File: src/rtl/load_data_if.sv
// Load request / memory read bundle between the control FSM, the load data unit and data memory.
// The master side is the environment: control unit requests plus the memory read port.
interface load_data_if;
  logic        start;
  logic [2:0]  load_type;
  logic [31:0] addr_in;
  logic [31:0] mem_addr;
  logic [31:0] mem_rdata;
  logic        busy;
  logic        done;
  logic [31:0] load_data;
  logic        misaligned;

  modport master (
    output start, load_type, addr_in, mem_rdata,
    input  mem_addr, busy, done, load_data, misaligned
  );

  modport slave (
    input  start, load_type, addr_in, mem_rdata,
    output mem_addr, busy, done, load_data, misaligned
  );
endinterface

File: src/rtl/load_data_unit.sv
// Load data unit: issues a word-aligned read and returns the LW/LH/LHU/LB/LBU extended result.
// Defining LOAD_ALIGN_CHECK_EN enables misaligned LW/LH/LHU fault reporting.
module load_data_unit #(
  parameter int unsigned MEM_LAT = 2
) (
  input logic        clk,
  input logic        reset,
  load_data_if.slave bus
);

  typedef enum logic [1:0] {StIdle, StWait, StDone} state_e;

  state_e      state_q, state_d;
  logic [3:0]  count_q, count_d;
  logic [1:0]  lane_q, lane_d;
  logic [2:0]  type_q, type_d;
  logic [31:0] mem_addr_q, mem_addr_d;
  logic [31:0] load_data_q, load_data_d;
  logic        misaligned_q, misaligned_d;
  logic        fault;
  logic [15:0] half;
  logic [7:0]  lane_byte;
  logic [31:0] extended;

  // Lane extraction works on the latched address bits, not the live request.
  always_comb begin
    half      = lane_q[1] ? bus.mem_rdata[31:16] : bus.mem_rdata[15:0];
    lane_byte = bus.mem_rdata[7:0];
    unique case (lane_q)
      2'd0: lane_byte = bus.mem_rdata[7:0];
      2'd1: lane_byte = bus.mem_rdata[15:8];
      2'd2: lane_byte = bus.mem_rdata[23:16];
      2'd3: lane_byte = bus.mem_rdata[31:24];
    endcase
    case (type_q)
      3'b001:  extended = {{16{half[15]}}, half};
      3'b010:  extended = {16'h0000, half};
      3'b011:  extended = {{24{lane_byte[7]}}, lane_byte};
      3'b100:  extended = {24'h000000, lane_byte};
      default: extended = bus.mem_rdata;
    endcase
  end

`ifdef LOAD_ALIGN_CHECK_EN
  always_comb begin
    case (bus.load_type)
      3'b001, 3'b010: fault = bus.addr_in[0];
      3'b011, 3'b100: fault = 1'b0;
      default:        fault = (bus.addr_in[1:0] != 2'b00);
    endcase
  end
`else
  assign fault = 1'b0;
`endif

  always_comb begin
    state_d      = state_q;
    count_d      = count_q;
    lane_d       = lane_q;
    type_d       = type_q;
    mem_addr_d   = mem_addr_q;
    load_data_d  = load_data_q;
    misaligned_d = misaligned_q;
    unique case (state_q)
      StIdle: begin
        if (bus.start) begin
          lane_d       = bus.addr_in[1:0];
          type_d       = bus.load_type;
          misaligned_d = fault;
          // A faulting request never touches memory or the result register.
          if (fault) begin
            state_d = StDone;
          end else begin
            mem_addr_d = {bus.addr_in[31:2], 2'b00};
            count_d    = 4'(MEM_LAT);
            state_d    = StWait;
          end
        end
      end
      StWait: begin
        if (count_q == 4'd1) begin
          load_data_d = extended;
          count_d     = 4'd0;
          state_d     = StDone;
        end else begin
          count_d = count_q - 4'd1;
        end
      end
      StDone:  state_d = StIdle;
      default: state_d = StIdle;
    endcase
  end

  always_ff @(posedge clk or posedge reset) begin
    if (reset) begin
      state_q      <= StIdle;
      count_q      <= 4'd0;
      lane_q       <= 2'd0;
      type_q       <= 3'd0;
      mem_addr_q   <= 32'd0;
      load_data_q  <= 32'd0;
      misaligned_q <= 1'b0;
    end else begin
      state_q      <= state_d;
      count_q      <= count_d;
      lane_q       <= lane_d;
      type_q       <= type_d;
      mem_addr_q   <= mem_addr_d;
      load_data_q  <= load_data_d;
      misaligned_q <= misaligned_d;
    end
  end

  assign bus.mem_addr   = mem_addr_q;
  assign bus.busy       = (state_q == StWait);
  assign bus.done       = (state_q == StDone);
  assign bus.load_data  = load_data_q;
  assign bus.misaligned = misaligned_q;

endmodule

File: src/flat_wrapper.sv
// flat-port wrapper written by rule: the top's interface ports become plain ports
module load_data_unit_flat 
#(
  parameter int unsigned MEM_LAT = 2
)
  (clk, reset, bus_start, bus_load_type, bus_addr_in, bus_mem_rdata, bus_mem_addr, bus_busy, bus_done, bus_load_data, bus_misaligned);
  load_data_if bus_i ();
  input logic clk;
  input logic reset;
  input wire logic [$bits(bus_i.start)-1:0] bus_start;
  input wire logic [$bits(bus_i.load_type)-1:0] bus_load_type;
  input wire logic [$bits(bus_i.addr_in)-1:0] bus_addr_in;
  input wire logic [$bits(bus_i.mem_rdata)-1:0] bus_mem_rdata;
  output wire logic [$bits(bus_i.mem_addr)-1:0] bus_mem_addr;
  output wire logic [$bits(bus_i.busy)-1:0] bus_busy;
  output wire logic [$bits(bus_i.done)-1:0] bus_done;
  output wire logic [$bits(bus_i.load_data)-1:0] bus_load_data;
  output wire logic [$bits(bus_i.misaligned)-1:0] bus_misaligned;
  assign bus_i.start = bus_start;
  assign bus_i.load_type = bus_load_type;
  assign bus_i.addr_in = bus_addr_in;
  assign bus_i.mem_rdata = bus_mem_rdata;
  assign bus_mem_addr = bus_i.mem_addr;
  assign bus_busy = bus_i.busy;
  assign bus_done = bus_i.done;
  assign bus_load_data = bus_i.load_data;
  assign bus_misaligned = bus_i.misaligned;
  load_data_unit #(.MEM_LAT(MEM_LAT)) u_core (.clk(clk), .reset(reset), .bus(bus_i));
endmodule
File: config.mk
export PLATFORM = sky130hd
export DESIGN_NAME = load_data_unit_flat
export DESIGN_NICKNAME = d
export VERILOG_FILES = /design/src/rtl/load_data_if.sv /design/src/rtl/load_data_unit.sv /design/src/flat_wrapper.sv
export SDC_FILE = /design/constraint.sdc
export NUM_CORES = 1
export LEC_CHECK = 0
export CORE_ASPECT_RATIO = 0.9
export CORE_MARGIN = 5
export CORE_UTILIZATION = 25
export DETAILED_ROUTE_END_ITERATION = 16
export GPL_ROUTABILITY_DRIVEN = 0
export SYNTH_ARGS = -nofsm -noshare
export SYNTH_HDL_FRONTEND = slang
export SYNTH_SLANG_ARGS = --single-unit
File: constraint.sdc
create_clock -name clk -period 3.16 [get_ports clk]
set_clock_uncertainty 0.1 [all_clocks]
set_input_delay 0.79 -clock clk [delete_from_list [all_inputs] [get_ports clk]]
set_output_delay 0.79 -clock clk [all_outputs]
set_load 0.05 [all_outputs]
* Yosys cells after proc, flatten, opt, wreduce, memory -nomap -nowiden
Cells that the tools add are included.
** Storage, ports and cells
- Output and inout port bits :: 67
- Bits of input ports :: 70
- Flip-flop bits (word level) :: 73
** Operators by class
- Eq/ne operators :: 12
- Reduce and logical (&&, ||, !) cells :: 7
- Add/subtract/negate cells :: 1
- Multiplexer cells :: 9
** Operators by type and width (number)
- $pmux W32 S4 :: 1
- $pmux W8 S4 :: 1
- $mux W16 :: 1
- $mux W4 :: 2
- $pmux W4 S2 :: 1
- $reduce_and A2 Y1 :: 4
- $eq A2 B2 Y1 const B :: 3
- $eq A3 B2 Y1 const B :: 2
- $eq A2 B1 Y1 const B :: 2
- $eq A4 B1 Y1 const B :: 1
- $logic_not A2 Y1 :: 2
- $mux W2 :: 2
- $pmux W2 S2 :: 1
- $sub A4 B1 Y4 const B :: 1
- $eq A3 B1 Y1 const B :: 1
- $eq A3 B3 Y1 const B :: 1
- $ne A2 B1 Y1 const B :: 1
- $ne A2 B2 Y1 const B :: 1
- $reduce_bool A2 Y1 :: 1

* Longest topological paths before layout
Gate-level depths: netlist of the first run.
- Depth after elaboration :: 3
- Mapped depth :: 7
- Mapped depth without buffers :: 6

* Worst setup path after synthesis of the first run
Ideal clock, no wire load.
- Path kind :: register to output
- Start point :: register u_core.state_q[1]
- End point :: output bus_done
- Arrival time :: 1.110 ns
- Stages on the path, launching flop included :: 2
- Buffers on the path :: 0
- Slack :: 1.160 ns
- Cell sequence :: dfrtp_1 > nor2b_1
** Between the ends
- Cells in the longest elaborated chain, start to end :: 1
** Ends and longest elaborated chain
- start, declared :: line load_data_unit.sv:13 : state_e state_q, state_d;
- start signal, assigned :: line load_data_unit.sv:96 : state_q <= StIdle;
- start signal, assigned :: line load_data_unit.sv:104 : state_q <= state_d;
- $eq A2 B2 Y1 :: line load_data_unit.sv:116 : assign bus.done = (state_q == StDone);
- end, declared :: line flat_wrapper.sv:16 : output wire logic [$bits(bus_i.done)-1:0] bus_done;
Every way passes these cells.

* Worst setup path in the final report of the first run
- Start point :: register u_core.state_q[1]
- End point :: output bus_busy
** Between the ends
- Cells in the longest elaborated chain, start to end :: 1
** Ends and longest elaborated chain
- $eq A2 B1 Y1 :: line load_data_unit.sv:115 : assign bus.busy = (state_q == StWait);
- end, declared :: line flat_wrapper.sv:15 : output wire logic [$bits(bus_i.busy)-1:0] bus_busy;
Every way passes these cells.

==> summary.txt, run 1 <==
Outcome
  • Run status: completed

Worst setup path
  • Endpoint required time on the critical path: 2.27 ns
  • Worst r2r path cells: 4
  • Setup Crit Path Kind: flop to primary output
  • Reg2Reg Capture Point: u_core.bus.load_data[2]$_DFFE_PP0P_
  • Kind of end point of the critical path: primary output
  • Worst reg2reg startpoint: u_core.lane_q[1]$_DFFE_PP0P_
  • Kind of start point of the critical path: flop
  • Launch point of the critical path: u_core.state_q[1]$_DFFE_PP0P_
  • Worst setup slack for register-to-register paths: 0.73 ns
  • Worst path arrival time: 1.83 ns
  • Critical Path Fanout Max: 5

STA
  • Final Hold Fails: 0
  • Slew at the pin closest to its max-slew limit: 0.915 ns
  • RSZ-0062 raised after global routing: false
  • Number of endpoints failing setup at the final stage: 0
  • Shortest clock period the worst path allows after layout: 2.72 ns
  • Maximum clock frequency: 368 MHz
  • Summed negative setup slack over all endpoints: 0 ns
  • Final clock period utilization by the worst path: 86.0%
  • Number of slew-limit violations in the final report: 0
  • Max_slew headroom: 39.0%

Global routing
  • Vias in the first global route: 3233
  • Met3 Use GR: 6.63%
  • Global-route wire length before repair: 17600 um
  • Met2 Use GR: 20.1%
  • Busiest metal layer after global routing: met2
  • Overall global routing resource usage: 13.2%
  • Number of antenna violations at the first check in global routing: 0
  • Total gr overflow: 0
  • Pin count of the biggest net entering global routing: 47
  • Met1 usage in global routing: 16.1%

Worst hold path
  • Worst min-delay path category: flop to flop
  • Min-Delay Path Depth: 2
  • Source of the worst hold timing path: u_core.bus.load_data[15]$_DFFE_PP0P_
  • End point of the most critical hold path: u_core.bus.load_data[15]$_DFFE_PP0P_

Power and ir drop
  • Leakage Power: 2.19 nW
  • Total Power: 6.92 mW
  • Part of the total power dissipated in the clock network: 14.4%
  • Combinational group share of total power: 58.6%
  • Peak supply drop: 0.000685 V
  • Switching portion of total power: 48.2%
  • Sequential cell fraction of total power: 27.0%
  • Internal power contribution: 3.58 mW
  • Power density over the cells: 1270 mW/mm2
  • Net switching power of the design: 3.34 mW

Route
  • Post-detailed-route count of antenna-violating nets: 0
  • Post-route DRC violation count: 0
  • Detail-routed net length per standard cell: 17.3 um
  • DRC marker count from the first detailed-route iteration: 121
  • Number of iterations in the first detailed-routing pass: 5
  • Vias per std cell: 4.74
  • Routed vias: 3117
  • Routed Wire Length: 11400 um

Yosys
  • Number of instances in the synthesized netlist: 330
  • Primary FF master, synth: dfrtp_1
  • Number of warnings reported in the yosys synthesis log: 0
  • Post-synthesis sequential area ratio: 49.8%
  • Summed instance area of the synthesized netlist: 0.00367 mm2
  • Ys async rst share: 100%
  • Total of flip-flops plus latches after synthesis: 73
  • Number of synthesized flops with an enable pin: 0
  • Count of distinct cell types in the synthesized netlist: 50
  • Synthesized area per cell: 11.1 um2

Cells and area
  • Filler cell count: 1424
  • Combined flip-flop and latch cell area: 0.00183 mm2
  • Design Area, Final: 0.00545 mm2
  • Area used by multi-input combinational logic: 0.00169 mm2
  • Ant diodes: 0
  • Final #Nets: 527
  • Area growth, synth to finish: 48.5%
  • Ratio of cells with drive above 1 in the final layout: 15.0%

Floorplan
  • Initial core utilization: 25.2%
  • Number of core rows: 42
  • Vertical extent of the die: 125 um
  • Floorplan Core Area: 0.0146 mm2
  • Overall die area: 0.0172 mm2
  • I/O pin count: 137
  • Die Span X: 138 um

Placement
  • Port buffer count: 133
  • Post-DP Area: 0.00517 mm2
  • HPWL after DPL: 8250 um

Clocking
  • Clock tree from TritonCTS: done
  • Bufs on Longest Clock Path: 2
  • Hold-fix buffers at CTS: 0
  • Clock edge transition at the registers on the reported setup and hold paths: 0.06 ns
  • Skew-Pair Late Insertion Delay: 0.34 ns
  • CTS sink count: 73
  • Post-CTS Repair Setup Buffers: 0
  • Total clock buffers created by CTS: 9
  • Clock root buffer: clkbuf_16
  • Post_cts resized: 0
  • CTS HTree Levels: 3

Flow run
  • Max-cap violations: 0
==> routing by layer <==
metal | vias to the layer above | routed length [um]
li1 | 1441 | -
met5 | - | 0
met1 | 1511 | 4620
met3 | 16 | 1410
met4 | 0 | 208
met2 | 149 | 5170
==> power by group through the flow <==
stage               Clock (mW)  Combinational [mW]  Sequential, mW
floorplan                    0                1.58            3.09
global placement             0                4.04            1.86
detailed placement           0                4.09            1.87
CTS                       1.04                4.10            1.87
global route              1.06                4.29            1.94
finish                   0.996                4.06            1.87
==> layout make-up <==
class | count | area share, %
Inverter | 6 | 0.413
Timing Repair Buffer | 138 | 25.4
Sequential cell | 73 | 33.5
Clock inverter | 3 | 0.781
Tap cell | 198 | 4.55
Multi-Input combinational cell | 227 | 31.0
Clock buffer | 12 | 4.34
==> placed cells by master (no fill, tap or decap), types with 2 or more instances in the layout <==
cell type and count:
mux2_2 34, inv_1 4, nand2_1 30, o32a_1 7
nand3_1 3, dfrtp_1 73, nand3b_1 2, a211oi_1 2
buf_4 4, or2_2 2, o21ai_0 14, ha_1 2
clkbuf_1 3, a21o_1 16, o211ai_1 7, mux2i_1 3
and3_1 7, nand2b_1 3, xnor2_1 2, clkdlybuf4s50_1 133
conb_1 3, nor2b_1 9, a22o_1 7, a21oi_1 17
a22oi_1 9, clkbuf_16 9, nor2_1 21, mux4_2 7
==> sequential cells by signal (all words and copies together), names as in the netlist <==
signal,flops
u_core.state_q,2
u_core.type_q,3
u_core.bus.mem_addr,30
u_core.lane_q,2
u_core.count_q,4
u_core.bus.load_data,32
==> cells in the mapped netlist, types with 2 or more instances <==
cell type  count  area, um2
a22oi_1        9       67.6
nand2b_1       3       18.8
xnor2_1        2       17.5
ha_1           2       25.0
nand3b_1       2       15.0
buf_2         14       70.1
buf_4          5       37.5
a21o_1        16        120
nand2_1       30        113
and3_1         7       43.8
a21oi_1       17       85.1
a211oi_1       2       15.0
mux2i_1        3       30.0
nor2_1        21       78.8
o21ai_0       14       70.1
nor2b_1        9       56.3
nand3_1        3       15.0
mux4_2         7        158
o211ai_1       7       52.6
a22o_1         7       61.3
mux2_2        34        383
dfrtp_1       73       1830
clkbuf_1       5       18.8
o32a_1         7       70.1
or2_2          2       12.5
inv_1          5       18.8
==> stage by stage <==
stage | worst slack, ns | hold WS, ns | utilization, % | cells
floorplan | 0.417 | 0.388 | - | 332
global placement | 0.620 | 0.387 | 35.5 | 642
detailed placement | 0.591 | 0.383 | 35.5 | 642
CTS | 0.414 | 0.406 | 37.4 | 657
global route | 0.372 | 0.417 | 37.4 | 657
finish | 0.442 | 0.400 | 37.4 | 657
==> worst max-delay path by stage <==
stage / slack (ns) / endpoint
after global placement: 0.62 / u_core.bus.load_data[14]$_DFFE_PP0P_
final: 0.44 / bus_busy
after global routing: 0.37 / bus_busy
after floorplan: 0.42 / u_core.bus.load_data[0]$_DFFE_PP0P_
after detailed placement: 0.59 / u_core.bus.load_data[9]$_DFFE_PP0P_
after CTS: 0.41 / bus_busy
==> kinds of logic after synthesis <==
logic type      synth area share [%]
compound gates                  16.8
simple gates                    11.7
fa+ha+maj                      0.682
mux                             15.5
other cells                    0.102
flops                           49.8
xor+xnor                       0.921
buf+inv                         4.47
==> worst max-delay path, stage by stage, from the launching register on <==
cell and delay, ns:
dfrtp_1 0.43, nor2b_2 0.22, clkdlybuf4s50_1 0.84
Power figures use the tool's default switching activity.
==> run 2: changes to the inputs <==
- CTS_CLUSTER_DIAMETER: default -> 50
==> results of run 2 <==
The final DEF is identical to that of run 1; final timing and power are the same.
==> run 3: changes to the inputs <==
- SKIP_CTS_REPAIR_TIMING: default -> 1
==> results of run 3 <==
The final DEF is identical to that of run 1; final timing and power are the same.
